File: src/rtl/multdiv_pkg.sv
// Shared definitions for the multicycle multiply/divide unit.
//
// Contents:
//   state_e      - controller state encoding {IDLE, MUL, DIV, DONE}
//   MULT_CYCLES  - start-to-DONE latency of a multiply (17 radix-4, 33 radix-2)
//   DIV_CYCLES   - start-to-DONE latency of a divide (33)
//   CNT_W        - iteration counter width
//   BOOTH_WIN_W  - multiplier window width fed to booth_recode (3 or 2)
//   PP_W         - signed partial-product / Booth adder width
//   BOOTH_SHIFT  - multiplier bits retired per Booth iteration
//   abs32()      - two's complement magnitude (0x80000000 maps to itself)
//
// Configuration macro: MULTDIV_RADIX4_EN selects radix-4 modified Booth;
// when undefined the multiplier uses radix-2 Booth.
package multdiv_pkg;

    typedef enum logic [1:0] {
        IDLE = 2'd0,
        MUL  = 2'd1,
        DIV  = 2'd2,
        DONE = 2'd3
    } state_e;

`ifdef MULTDIV_RADIX4_EN
    localparam int MULT_CYCLES = 17;
    localparam int BOOTH_WIN_W = 3;
    // +-2A needs two guard bits above the 32-bit accumulator
    localparam int PP_W        = 34;
`else
    localparam int MULT_CYCLES = 33;
    localparam int BOOTH_WIN_W = 2;
    localparam int PP_W        = 33;
`endif

    localparam int DIV_CYCLES  = 33;
    localparam int CNT_W       = 6;
    localparam int BOOTH_SHIFT = PP_W - 32;

    // Magnitude of a two's complement word, read as unsigned.
    function automatic logic [31:0] abs32(input logic [31:0] v);
        return v[31] ? (32'd0 - v) : v;
    endfunction

endpackage

File: src/rtl/multdiv_unit_booth_recode.sv
// Booth recoder: maps a multiplier window to the signed partial product that
// is added to the upper half of the product accumulator.
//
// Ports:
//   win_i   [BOOTH_WIN_W-1:0] - multiplier window, LSB is the previously
//                               retired bit (the "extra" bit)
//   mcand_i [31:0]            - multiplicand A, two's complement
//   pp_o    [PP_W-1:0]        - signed partial product (0/+-A, plus +-2A
//                               in radix-4)
//
// Configuration macro: MULTDIV_RADIX4_EN (3-bit window, 0/+-A/+-2A);
// undefined gives the 2-bit radix-2 window (0/+-A).
module booth_recode
    import multdiv_pkg::*;
(
    input  logic [BOOTH_WIN_W-1:0] win_i,
    input  logic [31:0]            mcand_i,
    output logic [PP_W-1:0]        pp_o
);

    logic [PP_W-1:0] a_ext_s;

    assign a_ext_s = {{(PP_W-32){mcand_i[31]}}, mcand_i};

    // Window decode to partial product.
    always_comb begin
        pp_o = {PP_W{1'b0}};
        case (win_i)
`ifdef MULTDIV_RADIX4_EN
            3'b001, 3'b010: pp_o = a_ext_s;
            3'b011:         pp_o = a_ext_s << 1;
            3'b100:         pp_o = {PP_W{1'b0}} - (a_ext_s << 1);
            3'b101, 3'b110: pp_o = {PP_W{1'b0}} - a_ext_s;
`else
            2'b01:          pp_o = a_ext_s;
            2'b10:          pp_o = {PP_W{1'b0}} - a_ext_s;
`endif
            default:        pp_o = {PP_W{1'b0}};
        endcase
    end

endmodule

File: src/rtl/multdiv_unit.sv
// Multicycle signed multiply/divide responder for the execute stage.
// A one-cycle ctrl_MULT or ctrl_DIV pulse latches the operands; after a fixed
// latency the result and exception flag are registered and data_resultRDY
// strobes for one cycle. A new start in any state restarts the unit (MULT
// wins over DIV); an aborted operation produces no strobe.
//
// Ports:
//   clock          - rising-edge clock
//   reset          - asynchronous active-low reset
//   data_operandA  - multiplicand / dividend (two's complement)
//   data_operandB  - multiplier / divisor (two's complement)
//   ctrl_MULT      - start multiply
//   ctrl_DIV       - start divide
//   data_result    - product[31:0] or truncated quotient (registered)
//   data_exception - product overflow, divide by zero, or 0x80000000 / -1
//   data_resultRDY - one-cycle completion strobe
//
// Configuration macro: MULTDIV_RADIX4_EN selects radix-4 Booth (17-cycle
// multiply); undefined gives radix-2 Booth (33-cycle multiply). Divide is
// always 33 cycles.
module multdiv_unit
    import multdiv_pkg::*;
#(
    parameter int WIDTH = 32
) (
    input  logic             clock,
    input  logic             reset,
    input  logic [WIDTH-1:0] data_operandA,
    input  logic [WIDTH-1:0] data_operandB,
    input  logic             ctrl_MULT,
    input  logic             ctrl_DIV,
    output logic [WIDTH-1:0] data_result,
    output logic             data_exception,
    output logic             data_resultRDY
);

    // Counter values at which the next edge enters DONE; the edges before
    // that each perform one iteration.
    localparam logic [CNT_W-1:0] MUL_LAST = CNT_W'(MULT_CYCLES - 1);
    localparam logic [CNT_W-1:0] DIV_LAST = CNT_W'(DIV_CYCLES - 1);

    state_e           state_q;
    logic [CNT_W-1:0] cnt_q;

    // Multiply: {upper product, multiplier/lower product, extra bit}
    logic [64:0]      mul_q;
    logic [31:0]      mcand_q;

    // Divide: signed partial remainder, dividend shifting into quotient
    logic [33:0]      rem_q;
    logic [31:0]      quo_q;
    logic [31:0]      dvsr_q;
    logic             neg_q;
    logic             dz_q;
    logic             ovf_q;

    logic [31:0]      result_q;
    logic             exc_q;
    logic             rdy_q;

    logic             start_s;
    logic [PP_W-1:0]  pp_s;
    logic [PP_W-1:0]  mul_sum_d;
    logic [64:0]      mul_d;
    logic             mul_ovf_d;
    logic [33:0]      div_shift_d;
    logic [33:0]      rem_d;
    logic [31:0]      quo_d;
    logic [31:0]      quo_final_d;

    assign start_s = ctrl_MULT | ctrl_DIV;

    booth_recode u_booth_recode (
        .win_i   (mul_q[BOOTH_WIN_W-1:0]),
        .mcand_i (mcand_q),
        .pp_o    (pp_s)
    );

    // Booth step: add the partial product to the sign-extended upper half,
    // then arithmetic-shift the whole accumulator right by BOOTH_SHIFT.
    // Dropping the retired low bits leaves the new window at the bottom.
    assign mul_sum_d = {{(PP_W-32){mul_q[64]}}, mul_q[64:33]} + pp_s;
    assign mul_d     = {mul_sum_d, mul_q[32:BOOTH_SHIFT]};

    // Product is mul_q[64:1]; overflow when its high word is not the
    // sign extension of bit 31.
    assign mul_ovf_d = (mul_q[64:33] != {32{mul_q[32]}});

    // Non-restoring step: subtract the divisor from a non-negative partial
    // remainder, add it to a negative one. Quotient bit is 1 when the new
    // remainder is non-negative, which makes the collected bits the exact
    // quotient; only the (discarded) remainder would need a fix-up.
    assign div_shift_d = {rem_q[32:0], quo_q[31]};
    assign rem_d       = rem_q[33] ? (div_shift_d + {2'b00, dvsr_q})
                                   : (div_shift_d - {2'b00, dvsr_q});
    assign quo_d       = {quo_q[30:0], ~rem_d[33]};

    // Sign fix-up; a zero divisor forces the architectural result to 0.
    // 0x80000000 / -1 needs no special case: the magnitude quotient is
    // already 0x80000000.
    assign quo_final_d = dz_q  ? 32'd0 :
                         neg_q ? (32'd0 - quo_q) : quo_q;

    // Controller, iteration datapath and registered outputs.
    always_ff @(posedge clock or negedge reset) begin
        if (!reset) begin
            state_q  <= IDLE;
            cnt_q    <= {CNT_W{1'b0}};
            mul_q    <= 65'd0;
            mcand_q  <= 32'd0;
            rem_q    <= 34'd0;
            quo_q    <= 32'd0;
            dvsr_q   <= 32'd0;
            neg_q    <= 1'b0;
            dz_q     <= 1'b0;
            ovf_q    <= 1'b0;
            result_q <= 32'd0;
            exc_q    <= 1'b0;
            rdy_q    <= 1'b0;
        end else begin
            rdy_q <= 1'b0;
            if (start_s) begin
                // Both datapaths are loaded; only the selected one iterates.
                state_q <= ctrl_MULT ? MUL : DIV;
                cnt_q   <= {CNT_W{1'b0}};
                mul_q   <= {32'd0, data_operandB, 1'b0};
                mcand_q <= data_operandA;
                rem_q   <= 34'd0;
                quo_q   <= abs32(data_operandA);
                dvsr_q  <= abs32(data_operandB);
                neg_q   <= data_operandA[31] ^ data_operandB[31];
                dz_q    <= (data_operandB == 32'd0);
                ovf_q   <= (data_operandA == 32'h8000_0000) &&
                           (data_operandB == 32'hFFFF_FFFF);
            end else begin
                case (state_q)
                    IDLE: begin
                        state_q <= IDLE;
                    end
                    MUL: begin
                        if (cnt_q == MUL_LAST) begin
                            state_q  <= DONE;
                            result_q <= mul_q[32:1];
                            exc_q    <= mul_ovf_d;
                            rdy_q    <= 1'b1;
                        end else begin
                            mul_q <= mul_d;
                            cnt_q <= cnt_q + {{(CNT_W-1){1'b0}}, 1'b1};
                        end
                    end
                    DIV: begin
                        if (cnt_q == DIV_LAST) begin
                            state_q  <= DONE;
                            result_q <= quo_final_d;
                            exc_q    <= dz_q | ovf_q;
                            rdy_q    <= 1'b1;
                        end else begin
                            rem_q <= rem_d;
                            quo_q <= quo_d;
                            cnt_q <= cnt_q + {{(CNT_W-1){1'b0}}, 1'b1};
                        end
                    end
                    DONE: begin
                        state_q <= IDLE;
                    end
                    default: begin
                        state_q <= IDLE;
                    end
                endcase
            end
        end
    end

    assign data_result    = result_q;
    assign data_exception = exc_q;
    assign data_resultRDY = rdy_q;

endmodule

File: config.mk
export PLATFORM = sky130hd
export DESIGN_NAME = multdiv_unit
export DESIGN_NICKNAME = d
export VERILOG_FILES = /design/src/rtl/multdiv_pkg.sv /design/src/rtl/multdiv_unit_booth_recode.sv /design/src/rtl/multdiv_unit.sv
export SDC_FILE = /design/constraint.sdc
export NUM_CORES = 1
export LEC_CHECK = 0
export ABC_AREA = 1
export CORE_ASPECT_RATIO = 0.7
export CORE_UTILIZATION = 46
export CTS_CLUSTER_SIZE = 28
export DETAILED_ROUTE_END_ITERATION = 8
export PLACE_DENSITY = 0.61
export SLEW_MARGIN = 20
export SYNTH_ARGS = -nofsm -noshare
export SYNTH_HDL_FRONTEND = slang
export SYNTH_SLANG_ARGS = --single-unit
File: constraint.sdc
create_clock -name clock -period 7.3 [get_ports clock]
set_clock_uncertainty 0.05 [all_clocks]
set_input_delay 1.095 -clock clock [delete_from_list [all_inputs] [get_ports clock]]
set_output_delay 1.095 -clock clock [all_outputs]
set_load 0.01 [all_outputs]
Word-level counts from Yosys, hierarchy flattened
Index checks and enable logic that the tools add are counted.
{"block": "word_totals", "reg_bits": 240, "wordCells": 83}
{"block": "op_classes", "n_addsub": 8, "n_eq_ne": 13, "muxes": 31, "bitwise": 5, "n_reduce_logical": 13}
{"cell": "two-way mux 32 bit", "n": 9}
{"cell": "two-way mux 65 bit", "n": 3}
{"cell": "two-way mux 34 bit", "n": 4}
{"cell": "subtractor 1 x 32 -> 32 bit (first input constant)", "n": 3}
{"cell": "one-hot mux 33 bit (2 select lines)", "n": 1}
{"cell": "== test 32 bit (second input constant)", "n": 2}
{"cell": "one-hot mux 32 bit (2 select lines)", "n": 1}
{"cell": "adder 34 x 32 -> 34 bit", "n": 1}
{"cell": "subtractor 34 x 32 -> 34 bit", "n": 1}
{"cell": "adder 33 bit", "n": 1}
{"cell": "subtractor 1 x 32 -> 33 bit (first input constant)", "n": 1}
{"cell": "logical NOT 32 bit", "n": 1}
{"cell": "inequality test 32 bit", "n": 1}
{"cell": "two-way mux 6 bit", "n": 3}
{"cell": "nonzero test 2 bit", "n": 4}
{"cell": "adder 6 x 1 -> 6 bit (second input constant)", "n": 1}
{"cell": "== test 2 bit (second input constant)", "n": 3}
{"cell": "== test 6 bit (second input constant)", "n": 1}
{"cell": "two-way mux 2 bit", "n": 3}
{"cell": "inequality test 2 bit (second input constant)", "n": 3}
{"cell": "AND reduction 2 bit", "n": 3}
{"cell": "two-way mux 1 bit", "n": 5}
{"cell": "== test 2 x 1 -> 1 bit (second input constant)", "n": 2}
{"cell": "one-hot mux 2 bit (2 select lines)", "n": 1}
{"cell": "9 further kinds", "n": 12}

Longest topological paths before layout
{"block": "depth", "word_depth": 6, "depth_mapped": 25, "ltp_nobuf": 25}

Hierarchy
From an unflattened synthesis, not the netlist that was laid out.
{"block": "hier_totals", "cells_unflattened": 2942, "hier_area_um2": 18928.2}
{"mod": "multdiv_unit", "n_inst": 1, "cells_per_inst": 2625, "area_each_um2": 17504.3}
{"mod": "booth_recode", "n_inst": 1, "cells_per_inst": 317, "area_each_um2": 1423.9}

Least setup slack after synthesis
Ideal clock, no wire load.
{"block": "synth_path", "path_kind": "register to register", "startpoint": "register dvsr_q[0]", "endpoint": "register rem_q[33]", "setup_ns": 0.065, "t_arrival_ns": 2.693, "path_slack_ns": 4.491, "stages_incl_launch_ff": 22, "n_path_buf": 0, "path_cell_list": "dfrtp_1 > inv_1 > ha_1 > nand2_1 > nor2_1 > nand2_1 > nor2_2 > nand3_1 > o21ai_2 > o21ai_1 > nand2_1 > nand2_1 > ha_1 > inv_1 > o21ai_0 > o21ai_0 > nand2_1 > a21oi_1 > nand2_1 > nand2_1 > nand3_1 > nand2_1"}
{"block": "synth_between", "elab_chain_cells": 5, "word_cells_on_any_way": 6, "cone_classes": "2 x add/sub; 4 x mux"}
{"element": "start: declaration", "line": "multdiv_unit.sv:52", "rtl": "logic [31:0] dvsr_q;"}
{"element": "start signal: assignment", "line": "multdiv_unit.sv:130", "rtl": "dvsr_q <= abs32(data_operandB);"}
{"element": "subtractor 34 x 32 -> 34 bit / adder 34 x 32 -> 34 bit (equally long branches)", "line": "multdiv_unit.sv:95, multdiv_unit.sv:94"}
{"element": "two-way mux 34 bit *", "line": "multdiv_unit.sv:94", "rtl": "assign rem_d = rem_q[33] ? (div_shift_d + {2'b00, dvsr_q})"}
{"element": "two-way mux 34 bit *", "line": "multdiv_unit.sv:152", "rtl": "if (cnt_q == DIV_LAST) begin"}
{"element": "two-way mux 34 bit *", "line": "multdiv_unit.sv:136", "rtl": "case (state_q)"}
{"element": "two-way mux 34 bit *", "line": "multdiv_unit.sv:122", "rtl": "if (start_s) begin"}
{"element": "end signal: assignment", "line": "multdiv_unit.sv:158", "rtl": "rem_q <= rem_d;"}
{"element": "end: declaration", "line": "multdiv_unit.sv:50", "rtl": "logic [33:0] rem_q;"}
Mark *: on every way between the ends. The rest lies on a longest branch, timed or not. The select of a mux whose other input is x is not followed.
A chain may end at the register's enable or synchronous reset.

Worst setup path in the final report
{"block": "layout_path", "startpoint": "register mul_q[0]", "endpoint": "register mul_q[62]"}
{"block": "layout_between", "elab_chain_cells": 6, "word_cells_on_any_way": 7, "cone_classes": "1 x add/sub; 2 x eq/ne; 4 x mux"}
{"element": "start: declaration", "line": "multdiv_unit.sv:46", "rtl": "logic [64:0] mul_q;"}
{"element": "start signal: assignment", "line": "multdiv_unit.sv:126", "rtl": "mul_q <= {32'd0, data_operandB, 1'b0};"}
{"element": "start signal: assignment", "line": "multdiv_unit.sv:147", "rtl": "mul_q <= mul_d;"}
{"element": "== test 2 bit / == test 2 x 1 -> 1 bit (equally long branches)", "line": "multdiv_unit_booth_recode.sv:28", "rtl": "case (win_i)"}
{"element": "one-hot mux 33 bit (2 select lines) *", "line": "multdiv_unit_booth_recode.sv:28"}
{"element": "adder 33 bit *", "line": "multdiv_unit.sv:82", "rtl": "assign mul_sum_d = {{(PP_W-32){mul_q[64]}}, mul_q[64:33]} + pp_s;"}
{"element": "two-way mux 65 bit *", "line": "multdiv_unit.sv:141", "rtl": "if (cnt_q == MUL_LAST) begin"}
{"element": "two-way mux 65 bit *", "line": "multdiv_unit.sv:136"}
{"element": "two-way mux 65 bit *", "line": "multdiv_unit.sv:122"}
Marks and branches as above.

==> flow_summary.toml <==
[sta]
tightest_slew_ps = 1160
rsz0062_at_grt = "no"
fmax_ghz = 0.232
slew_viol_final = 0
fin_crit_ps = 4300
fin_crit_sh_pct = 58.9
timing.hold.ws_ps = 443
max_slew_margin_pct = 22.3
setup_viol = 0
setup-tns-final_ps = 0
hold_viol_final = 0

[grt]
grt_use_total_pct = 36.0
grt_pass1_wl_mm = 116
overflow = 0
antenna_found_initial = 1
grt_max_degree = 154
grt_pass1_vias = 18936

[synthesis]
synth_edf_count = 0
synth_area_leader_cell = "dfrtp_1"
ys_seq_area_share_pct = 31.3
ys_ff_latch = 240
syn_avg_cell_area_um2 = 6.43
syn_area_mm2 = 0.0192
synth_common_cells = "nand2_1, inv_1, nor2_1, nand3_1, dfrtp_1"
yosysUniqueCellTypes = 58
synthCells = 2983
ys_warn_count = 0
synth.most_common_cell = "nand2_1"
async_flop_share_pct = 100
synthesis.nets = 3130
synth_area_leaders = "dfrtp_1, nand2_1, inv_1"
synthFlopType = "dfrtp_1"
yosysTopAreaCellShare_pct = 31.3

[critical_path]
crit_type = "reg -> reg"
cp_max_fo = 23
cp-start-kind = "register"
critPathLaunch = "mul_q[0]"
rr_startpoint = "mul_q[0]"
required_ps = 7720
rr_worst_depth = 21
end_kind = "register"
cp.arrival_ps = 4720

[placed_design]
gp_congestion = 1.02
io_buffers = 101
dp_hpwl_mm = 60.4
placed_cell_area_mm2 = 0.0206

[detailed_routing]
drt-initial-drc-count = 2847
via_per_inst = 5.86
first_pass_iters = 6
routed_wl_mm = 77.4
antenna_left = 0
drc = 0
vias = 21154
post_drt_wl_per_cell_um = 21.5

[pwr]
leakagePower_uw = 0.0104
powerDensity_mw_per_mm2 = 212
ir_drop_v = 0.000211
finalPower_uw = 4560

[layout]
fin_nets = 3189
fin_area_mm2 = 0.0215
drive_gt1_share_pct = 4.11
diodes = 0
area_growth_pct = 12.2

[worst_hold_path]
hp-class = "reg -> reg"
hp-start = "rem_q[7]"
hold_depth = 2

[clocking]
path_clk_slew_ps = 70
clockBufferDepth = 3
numClockSinks = 240
cts_tree = "done"
cts_buffers = 28
h-tree-depth = 1
cts_setup_buffers = 0
root_buffer = "clkbuf_16"
insertion_delay_ps = 580
cts.hold.buffers_added = 0
cts.repair.resized = 0

[floorplan]
core_mm2 = 0.0410
fp.dieW_um = 246
boundaryPins = 102
die_h_um = 173
placementRows = 62
die-area_mm2 = 0.0425
start_util_pct = 46.7

[outcome]
status = "finished, final reports clean"

[run]
drv_cap = 0
worst paths after layout:
path / to / slack (ps)
hold reg to reg: rem_q[7] / 440
hold / removal: rem_q[7] / 440
setup / recovery: mul_q[62] / 3000
setup reg to reg: mul_q[62] / 3000
max in group asynchronous: dvsr_q[19] / 5370
min in group asynchronous: mcand_q[28] / 460
critical path: stages, from the launching register on:
cell	delay, ps
dfrtp_1	350
inv_1	60
ha_1	290
buf_4	240
inv_1	350
o21ai_0	370
nor2_1	330
ha_1	280
inv_1	70
fa_1	390
inv_1	130
nand3_1	90
nand2_1	140
nand2_1	70
nand2_1	160
nand3_1	90
nand2_1	210
nand2_1	190
nand2_1	110
nand2_1	50
nand3_1	90
nand2_1	60
kinds of logic after synthesis:
group | count (synthesis) | share of synthesized area [%]
flip-flops | 240 | 31.3
AO/OA/AOI/OAI | 584 | 16.8
XOR/XNOR | 40 | 1.83
AND/OR/NAND/NOR | 1564 | 35.0
buffers and inverters | 476 | 9.84
adder cells (fa/ha/maj) | 79 | 5.23
metrics by stage:
stage               worst slack, ps  utilization, %  cells
floorplan                      4490               -   2983
global placement               3050            50.1   3555
detailed placement             2920            50.1   3555
CTS                            3160            52.4   3607
global route                   2690            52.5   3608
finish                         3000            52.5   3608
registers in the layout (all words and copies together), names as in the netlist:
name            count
quo_q              32
rem_q              34
cnt_q               6
dvsr_q             32
mul_q              65
data_result        32
data_exception      1
neg_q               1
dz_q                1
data_resultRDY      1
ovf_q               1
state_q             2
mcand_q            32
power by group:
group	switching (µW)	internal, µW	total (µW)
registers	181	1500	1680
logic	906	473	1380
clock network	628	865	1490
routing by layer:
layer	vias to the layer above	GRT usage, %	part of all wire, %
li1	9960	-	-
met1	10026	59.9	49
met2	1100	45.8	37
met3	68	9.30	12
met4	0	4.79	1.3
met5	-	0	0
cells in the final DEF, fill, tap and decap left out, types with 24 or more instances in the layout:
master           Yosys  layout
clkbuf_16            0      28
dfrtp_1            240     240
a21oi_1            223     223
xor2_1              35      35
nor2_1             361     361
a31oi_1             24      24
ha_1                77      77
inv_1              373     373
nor3_1              45      45
nand2_1            779     779
o21ai_1             34      34
nand4_1             50      50
nand3_1            243     243
clkdlybuf4s50_1      0     100
o21ai_0            208     208
layout make-up:
class | count | area [µm²]
Inverter | 393 | 1480
Clock inverter | 13 | 161
Tap cell | 544 | 681
Clock buffer | 39 | 792
Sequential cell | 240 | 6010
Fill cell | 4148 | 19500
Timing Repair Buffer | 112 | 1110
Multi-Input combinational cell | 2267 | 11300
(Power assumes the default switching activity.)
